[config.mk]
export PLATFORM = sky130hd
export DESIGN_NAME = fifo_pop_arbiter
export DESIGN_NICKNAME = d
export VERILOG_FILES = /design/src/rtl/fifo_pop_arbiter.sv
export SDC_FILE = /design/constraint.sdc
export NUM_CORES = 1
export LEC_CHECK = 0
export ABC_CLOCK_PERIOD_IN_PS = 3700
export BUFFER_PORTS_ARGS = -buffer_cell sky130_fd_sc_hd__buf_2
export CAP_MARGIN = 10
export CORE_MARGIN = 5
export CORE_UTILIZATION = 45
export CTS_CLUSTER_DIAMETER = 100
export DETAILED_ROUTE_END_ITERATION = 10
export GPL_TIMING_DRIVEN = 0
export PLACE_DENSITY = 0.83
export SETUP_SLACK_MARGIN = 0.3
export SLEW_MARGIN = 20
export SYNTH_ARGS = -nofsm -noshare
export SYNTH_HDL_FRONTEND = slang
export SYNTH_SLANG_ARGS = --single-unit
export TNS_END_PERCENT = 5
[constraint.sdc]
create_clock -name clk -period 3.7 [get_ports clk]
set_input_delay 0.74 -clock clk [delete_from_list [all_inputs] [get_ports clk]]
set_output_delay 0.74 -clock clk [all_outputs]
set_load 0.01 [all_outputs]
[src/rtl/fifo_pop_arbiter.sv]
// fifo_pop_arbiter: drains up to four source FIFOs into one downstream FIFO.
// Issues one-hot registered read strobes, captures the source read data one
// cycle later and re-issues each word as a downstream push two cycles after
// its read strobe. Reads stop while the downstream FIFO signals pause; words
// already in flight still complete.
//
// Optional build macro: ROUND_ROBIN_EN
//   defined   -> round-robin arbitration, search starts after the last grant
//   undefined -> fixed priority, FIFO 0 highest
//
// Ports:
//   clk         clock, rising edge
//   reset       synchronous active-high reset
//   fifo_empty  per-source empty flags (bit i = FIFO i)
//   fifo_data   flattened source read data, FIFO i at [i*DATA_SIZE +: DATA_SIZE]
//   down_pause  downstream almost-full flag
//   fifo_read   one-hot read strobe to the sources
//   push        write strobe to the downstream FIFO
//   data_out    word pushed downstream
//   src_id      source index of data_out
//   idle        nothing in flight and all sources empty
module fifo_pop_arbiter #(
  parameter int unsigned DATA_SIZE = 6,
  parameter int unsigned NUM_FIFOS = 4
) (
  input  logic                           clk,
  input  logic                           reset,
  input  logic [NUM_FIFOS-1:0]           fifo_empty,
  input  logic [NUM_FIFOS*DATA_SIZE-1:0] fifo_data,
  input  logic                           down_pause,
  output logic [NUM_FIFOS-1:0]           fifo_read,
  output logic                           push,
  output logic [DATA_SIZE-1:0]           data_out,
  output logic [1:0]                     src_id,
  output logic                           idle
);

  localparam int unsigned IDX_W = 2;

  typedef enum logic [1:0] {
    ST_IDLE  = 2'd0,
    ST_RUN   = 2'd1,
    ST_DRAIN = 2'd2
  } state_e;

  state_e                 state_q, state_d;
  logic [NUM_FIFOS-1:0]   fifo_read_q, read_d;
  logic                   s1_vld_q;
  logic [IDX_W-1:0]       s1_idx_q;
  logic                   push_q;
  logic [DATA_SIZE-1:0]   data_q;
  logic [IDX_W-1:0]       src_q;
  logic                   idle_q, idle_d;

  logic [NUM_FIFOS-1:0]   avail;
  logic                   any_avail;
  logic                   pipe_busy;
  logic                   gnt_found;
  logic [IDX_W-1:0]       gnt_idx;
  logic [IDX_W-1:0]       rd_idx;
  logic [DATA_SIZE-1:0]   sel_word;

`ifdef ROUND_ROBIN_EN
  logic [IDX_W-1:0]       rr_ptr_q, rr_ptr_d;
  logic [IDX_W-1:0]       cand;
`endif

  assign avail     = ~fifo_empty;
  assign any_avail = |avail;
  // A strobe still outstanding or a word waiting for its data keeps DRAIN busy.
  assign pipe_busy = (|fifo_read_q) || s1_vld_q;

  // Arbitration: pick one non-empty source.
  always_comb begin
    gnt_found = 1'b0;
    gnt_idx   = '0;
`ifdef ROUND_ROBIN_EN
    cand      = '0;
    for (int k = 0; k < int'(NUM_FIFOS); k++) begin
      cand = rr_ptr_q + IDX_W'(k);
      if (!gnt_found && avail[cand]) begin
        gnt_found = 1'b1;
        gnt_idx   = cand;
      end
    end
`else
    for (int k = 0; k < int'(NUM_FIFOS); k++) begin
      if (!gnt_found && avail[k]) begin
        gnt_found = 1'b1;
        gnt_idx   = IDX_W'(k);
      end
    end
`endif
  end

  // State register.
  always_ff @(posedge clk) begin
    if (reset) state_q <= ST_IDLE;
    else       state_q <= state_d;
  end

  // Next-state logic; pause always wins over a source going non-empty.
  always_comb begin
    state_d = state_q;
    unique case (state_q)
      ST_IDLE: begin
        if (!down_pause && any_avail) state_d = ST_RUN;
      end
      ST_RUN: begin
        if (down_pause)      state_d = ST_DRAIN;
        else if (!any_avail) state_d = ST_IDLE;
      end
      ST_DRAIN: begin
        if (!pipe_busy) begin
          if (!down_pause && any_avail) state_d = ST_RUN;
          else                          state_d = ST_IDLE;
        end
      end
      default: state_d = ST_IDLE;
    endcase
  end

  // Output logic: a read is issued for the cycle in which the FSM is in RUN.
  always_comb begin
    read_d = '0;
`ifdef ROUND_ROBIN_EN
    rr_ptr_d = rr_ptr_q;
`endif
    if (state_d == ST_RUN && !down_pause && gnt_found) begin
      read_d[gnt_idx] = 1'b1;
`ifdef ROUND_ROBIN_EN
      rr_ptr_d = gnt_idx + IDX_W'(1);
`endif
    end
    idle_d = (state_d == ST_IDLE) && !(|read_d) && !(|fifo_read_q) &&
             !s1_vld_q && (&fifo_empty);
  end

  // Index of the source currently strobed (strobe is one-hot).
  always_comb begin
    rd_idx = '0;
    for (int i = 0; i < int'(NUM_FIFOS); i++) begin
      if (fifo_read_q[i]) rd_idx = IDX_W'(i);
    end
  end

  // Slice of the source that was read last cycle.
  always_comb begin
    sel_word = '0;
    for (int i = 0; i < int'(NUM_FIFOS); i++) begin
      if (s1_idx_q == IDX_W'(i)) sel_word = fifo_data[i*DATA_SIZE +: DATA_SIZE];
    end
  end

  // Read strobe -> stage 1 (index) -> push stage with captured data.
  always_ff @(posedge clk) begin
    if (reset) begin
      fifo_read_q <= '0;
      s1_vld_q    <= 1'b0;
      s1_idx_q    <= '0;
      push_q      <= 1'b0;
      data_q      <= '0;
      src_q       <= '0;
      idle_q      <= 1'b1;
    end else begin
      fifo_read_q <= read_d;
      s1_vld_q    <= |fifo_read_q;
      s1_idx_q    <= rd_idx;
      push_q      <= s1_vld_q;
      if (s1_vld_q) begin
        data_q <= sel_word;
        src_q  <= s1_idx_q;
      end
      idle_q      <= idle_d;
    end
  end

`ifdef ROUND_ROBIN_EN
  // Round-robin pointer: next source to search first; moves only on a grant.
  always_ff @(posedge clk) begin
    if (reset) rr_ptr_q <= '0;
    else       rr_ptr_q <= rr_ptr_d;
  end
`endif

  assign fifo_read = fifo_read_q;
  assign push      = push_q;
  assign data_out  = data_q;
  assign src_id    = src_q;
  assign idle      = idle_q;

endmodule

After elaboration in Yosys (flattened, before gate mapping)
Cells that the tools add are included.

cells by class
  order comparisons = 2
  equal/unequal tests = 6
  mux-type cells = 23
  bitwise operators = 1
  reductions and logical operators = 26

operators by type and width
  operator                                                                number
  6-bit 2-to-1 mux                                                        4
  2-bit 2-to-1 mux                                                        8
  4-bit OR reduction                                                      3
  1-bit logical AND                                                       11
  1-bit 2-to-1 mux                                                        8
  1-bit logical NOT                                                       7
  2-bit by 1-bit == test with 1-bit output (second input constant)        3
  2-bit == test (second input constant)                                   3
  2-bit logical NOT                                                       3
  2-bit one-hot mux with 3 select lines                                   1
  4-bit 2-to-1 mux                                                        1
  4-bit NOT                                                               1
  4-bit AND reduction                                                     1
  2-bit by 3-bit < comparator with 1-bit output (second input constant)   1
  1-bit demux with 2-bit select                                           1
  2-bit by 1-bit >= comparator with 1-bit output (second input constant)  1
  1-bit logical OR                                                        1

storage, ports and cells
  register bits after elaboration = 19
  input bits = 31

Logic depth before layout (Yosys ltp)
  depth after elaboration = 22
  mapped depth = 4
  depth with buffers taken out = 3

Worst setup path after synthesis
No wires, ideal clock.

  kind = input-to-reg
  start = input reset
  end = register fifo_read_q[3], in the netlist fifo_read[3]
  data arrival time = 1445 ps
  data required time = 3613 ps
  slack = 2167 ps
  stages = 4
  cell sequence = clkbuf_1 > nor4_1 > a21oi_2 > nor4b_2

RTL lines
  what                  RTL line  source
  from (decl)           27        input logic reset,
  to (signal assigned)  166       fifo_read_q <= read_d;
  to (decl)             47        logic [NUM_FIFOS-1:0] fifo_read_q, read_d;

Worst setup path in the final report
  start = register fifo_read_q[3], in the netlist fifo_read[3]
  end = output fifo_read[3]

RTL lines
  what       RTL line  source
  to (decl)  31        output logic [NUM_FIFOS-1:0] fifo_read,

No word-level cell between the ends.

==> impl_results.rst <==
.. list-table::
   :header-rows: 1

   * - Metric
     - Value
   * - Result of the run
     - completed
   * - WL per Instance
     - approximately 13 µm
   * - Drc violations
     - 0
   * - Synthesized-area fraction occupied by ao, oa, aoi and oai cells
     - under 10%
   * - Post-CTS setup repair buffer count
     - 0
   * - Endpoint arrival time on the critical path
     - between 0.8 and 0.9 ns
   * - Share of synthesized flip-flops with an asynchronous set or reset
     - 0%
   * - Overall die height
     - ~52 µm
   * - Resize count post-CTS
     - 0
   * - Total negative slack
     - 0 ns
   * - Cell taking the most area after synthesis
     - sky130_fd_sc_hd__dfxtp_1
   * - CTS Root Cell
     - sky130_fd_sc_hd__clkbuf_4
   * - Relative max-transition margin
     - between 70% and 80%
   * - HPWL after DPL
     - between 1000 and 1500 µm
   * - Number of distinct library cells after synthesis
     - 21
   * - Register area
     - around 380 µm²
   * - Area after DPL
     - ~1000 µm²
   * - Area grow syn2layout
     - 34.2%
   * - Areal power density over the cells
     - between 300 and 400 nW/µm²
   * - Commonest non-fill, non-tap cells in the layout
     - sky130_fd_sc_hd__buf_2 (43), sky130_fd_sc_hd__dfxtp_1 (19), sky130_fd_sc_hd__nor2_1 (15)
   * - Pleak
     - approximately 0.48 nW
   * - Share of post-route cells with drive strength above 1
     - about half
   * - Highest net fanout along the worst path
     - 4
   * - Setup crit end kind
     - primary output
   * - GRT Overall Usage
     - 14.0%
   * - Clock latency at the later pin of the worst-skew pair
     - approximately 0.3 ns
   * - Hold buffers post-CTS
     - 0
   * - Net count after synthesis
     - 101
   * - Net count reported at finish
     - approximately 150
   * - Synth Area in Adders
     - 0%
   * - Worst reg-to-reg setup slack
     - 2.38 ns
   * - Initial Utilization
     - between 40% and 50%
   * - Fraction of the cycle the final worst path needs
     - ~43%
   * - Critical Path, Cell by Cell
     - buf_2
   * - Proportion of synthesized area in mux cells
     - around 27%
   * - Maximum clock path buffer count
     - 2
   * - Clock-pin transition on the worst setup and hold timing paths
     - about 0.11 ns
   * - Min-Delay Path Class
     - reg -> reg
   * - Floorplan core area
     - approximately 1700 µm²
   * - Summed area of non-filler cells in the final layout
     - 1080 µm²
   * - Vias
     - 669
   * - Global-route wire length before repair
     - ~2700 µm
   * - Fill cell total of the finished layout
     - around 150
   * - Largest vdd supply drop
     - around 0.0003 V
   * - Stage delay of the slowest cell on the critical path
     - slightly above 0.4 ns
   * - Count of standard-cell rows
     - 15
   * - Critical path's slowest cell
     - sky130_fd_sc_hd__dfxtp_1
   * - Post-detailed-route count of antenna-violating nets
     - 0
   * - Wirelength, routed
     - 1790 µm
   * - Initial antenna violation count
     - 0
   * - Worst hold slack
     - 0.504 ns
   * - Most used flip-flop cell after synthesis
     - sky130_fd_sc_hd__dfxtp_1
   * - Count of input and output buffers
     - 43
   * - Vias per cell
     - around 4.7
   * - Delay-heaviest family, CP
     - flip-flops
   * - Inserted Clock Buffers
     - 3
   * - CTS tree
     - built
   * - Count of final hold-check violations
     - 0
   * - H-tree depth
     - 1
   * - Netlist area before placement
     - approximately 800 µm²
   * - Number of global-route vias before repair
     - between 600 and 700
   * - Pins over their slew limit
     - 0
   * - Power Total
     - 390 µW
   * - Unrepaired setup endpoints after global routing
     - false
   * - Post-Syn Area per Cell
     - 11.5 µm²
   * - Transition time at the pin with the least slew margin
     - a little under 0.4 ns
   * - Maximum frequency from static timing analysis
     - 0.626 GHz
   * - Final clock skew
     - around 0.0075 ns
   * - Setup violation total in the final timing report
     - 0
   * - Seq/Total Area, Yosys
     - between 40% and 50%
   * - Yosys top cell area share
     - a little under half
   * - # diodes
     - 0
   * - Setup CP Type
     - reg -> out
   * - Top post-synthesis cells by area
     - sky130_fd_sc_hd__dfxtp_1 (47%), sky130_fd_sc_hd__mux4_2 (17%), sky130_fd_sc_hd__mux2i_1 (10%)
   * - Area enclosed by the die boundary
     - between 2000 and 3000 µm²
   * - Overflow left after global routing
     - 0
   * - I/O pin count
     - 45
   * - Initial detailed-routing violation count
     - 8
   * - Kind of launch point of the worst setup path
     - flip-flop
   * - Area of combinational cells with multiple inputs
     - between 300 and 400 µm²
   * - Clock Sinks
     - 19
   * - Pin count of the biggest net entering global routing
     - 12
   * - Fraction of synthesized cell area in xor and xnor cells
     - 0%
   * - Most common cell after layout, fill and taps aside
     - sky130_fd_sc_hd__buf_2
   * - Post-synthesis simple-gate area fraction
     - about 18%
   * - Die width
     - between 50 and 60 µm
   * - Number of synthesized flops with an enable pin
     - 0
   * - Cells after Synth
     - 70
   * - Synthesis-stage register bit count
     - 19
   * - Crit path buf inv count
     - 1
   * - Combinational family with the most area after synthesis
     - multiplexers
   * - Max-capacitance violation count
     - 0
   * - Count of yosys warnings during synthesis
     - 0
   * - Final critical path time including I/O delays and setup
     - around 1.6 ns
   * - Worst Path Required
     - between 2 and 3 ns
   * - Final weighted congestion in routability-driven placement
     - between 0.7 and 0.8
   * - Detailed-router iteration count before antenna repair
     - 4
state kept, by name, indices dropped and copies added (netlist names):
name	count
data_out	6
fifo_read	4
s1_idx_q	2
src_id	2
state_q	2
idle	1
push	1
s1_vld_q	1
report_power, final:
part           switching, mW  internal [mW]  total, mW
combinational         0.0293         0.0367     0.0660
clock                 0.0645         0.0402      0.105
sequential           0.00509          0.214      0.220
total                 0.0989          0.291      0.390
stage by stage:
stage	worst slack, ns	instances	utilization [%]
floorplan	2.17	70	-
CTS	2.08	142	63.0
global route	2.04	142	63.0
finish	2.10	142	63.0
global placement	2.07	138	61.4
detailed placement	2.04	138	61.4
path summary, 6_finish.rpt:
path,start,endpoint,depth (start not counted)
setup / recovery,fifo_read[3]$_SDFF_PP0_,fifo_read[3],1
hold / removal,data_out[0]$_SDFFE_PP0P_,data_out[0]$_SDFFE_PP0P_,2
setup reg to reg,s1_idx_q[0]$_SDFF_PP0_,data_out[2]$_SDFFE_PP0P_,4
hold reg to reg,data_out[0]$_SDFFE_PP0P_,data_out[0]$_SDFFE_PP0P_,2
cell families after synthesis:
family	count (synthesis)
simple gates	27
compound gates	4
flops	19
mux	14
buf+inv	6
Yosys cell counts (2+ instances only):
cell type                  count
sky130_fd_sc_hd__dfxtp_1      19
sky130_fd_sc_hd__nand2_1       2
sky130_fd_sc_hd__nor2b_1       2
sky130_fd_sc_hd__nor3_1        2
sky130_fd_sc_hd__nor2_1       15
sky130_fd_sc_hd__clkbuf_1      3
sky130_fd_sc_hd__mux2i_1       8
sky130_fd_sc_hd__mux4_2        6
routing by layer:
layer	GRT usage [%]	vias to the layer above	wire length [µm]
li1	-	343	-
met1	15.7	308	635
met2	23.6	16	1010
met3	3.99	2	126
met4	7.66	0	13
met5	0	-	0
area by class of cell:
cell class	count	share of cell area, %
Clock inverter	1	0.465
Clock buffer	3	2.09
Timing Repair Buffer	43	20.0
Buffer	5	2.79
Sequential cell	19	35.3
Tap cell	25	2.91
Multi-Input combinational cell	45	36.0
Inverter	1	0.349
Note: power is estimated with default switching activity, not from simulation.
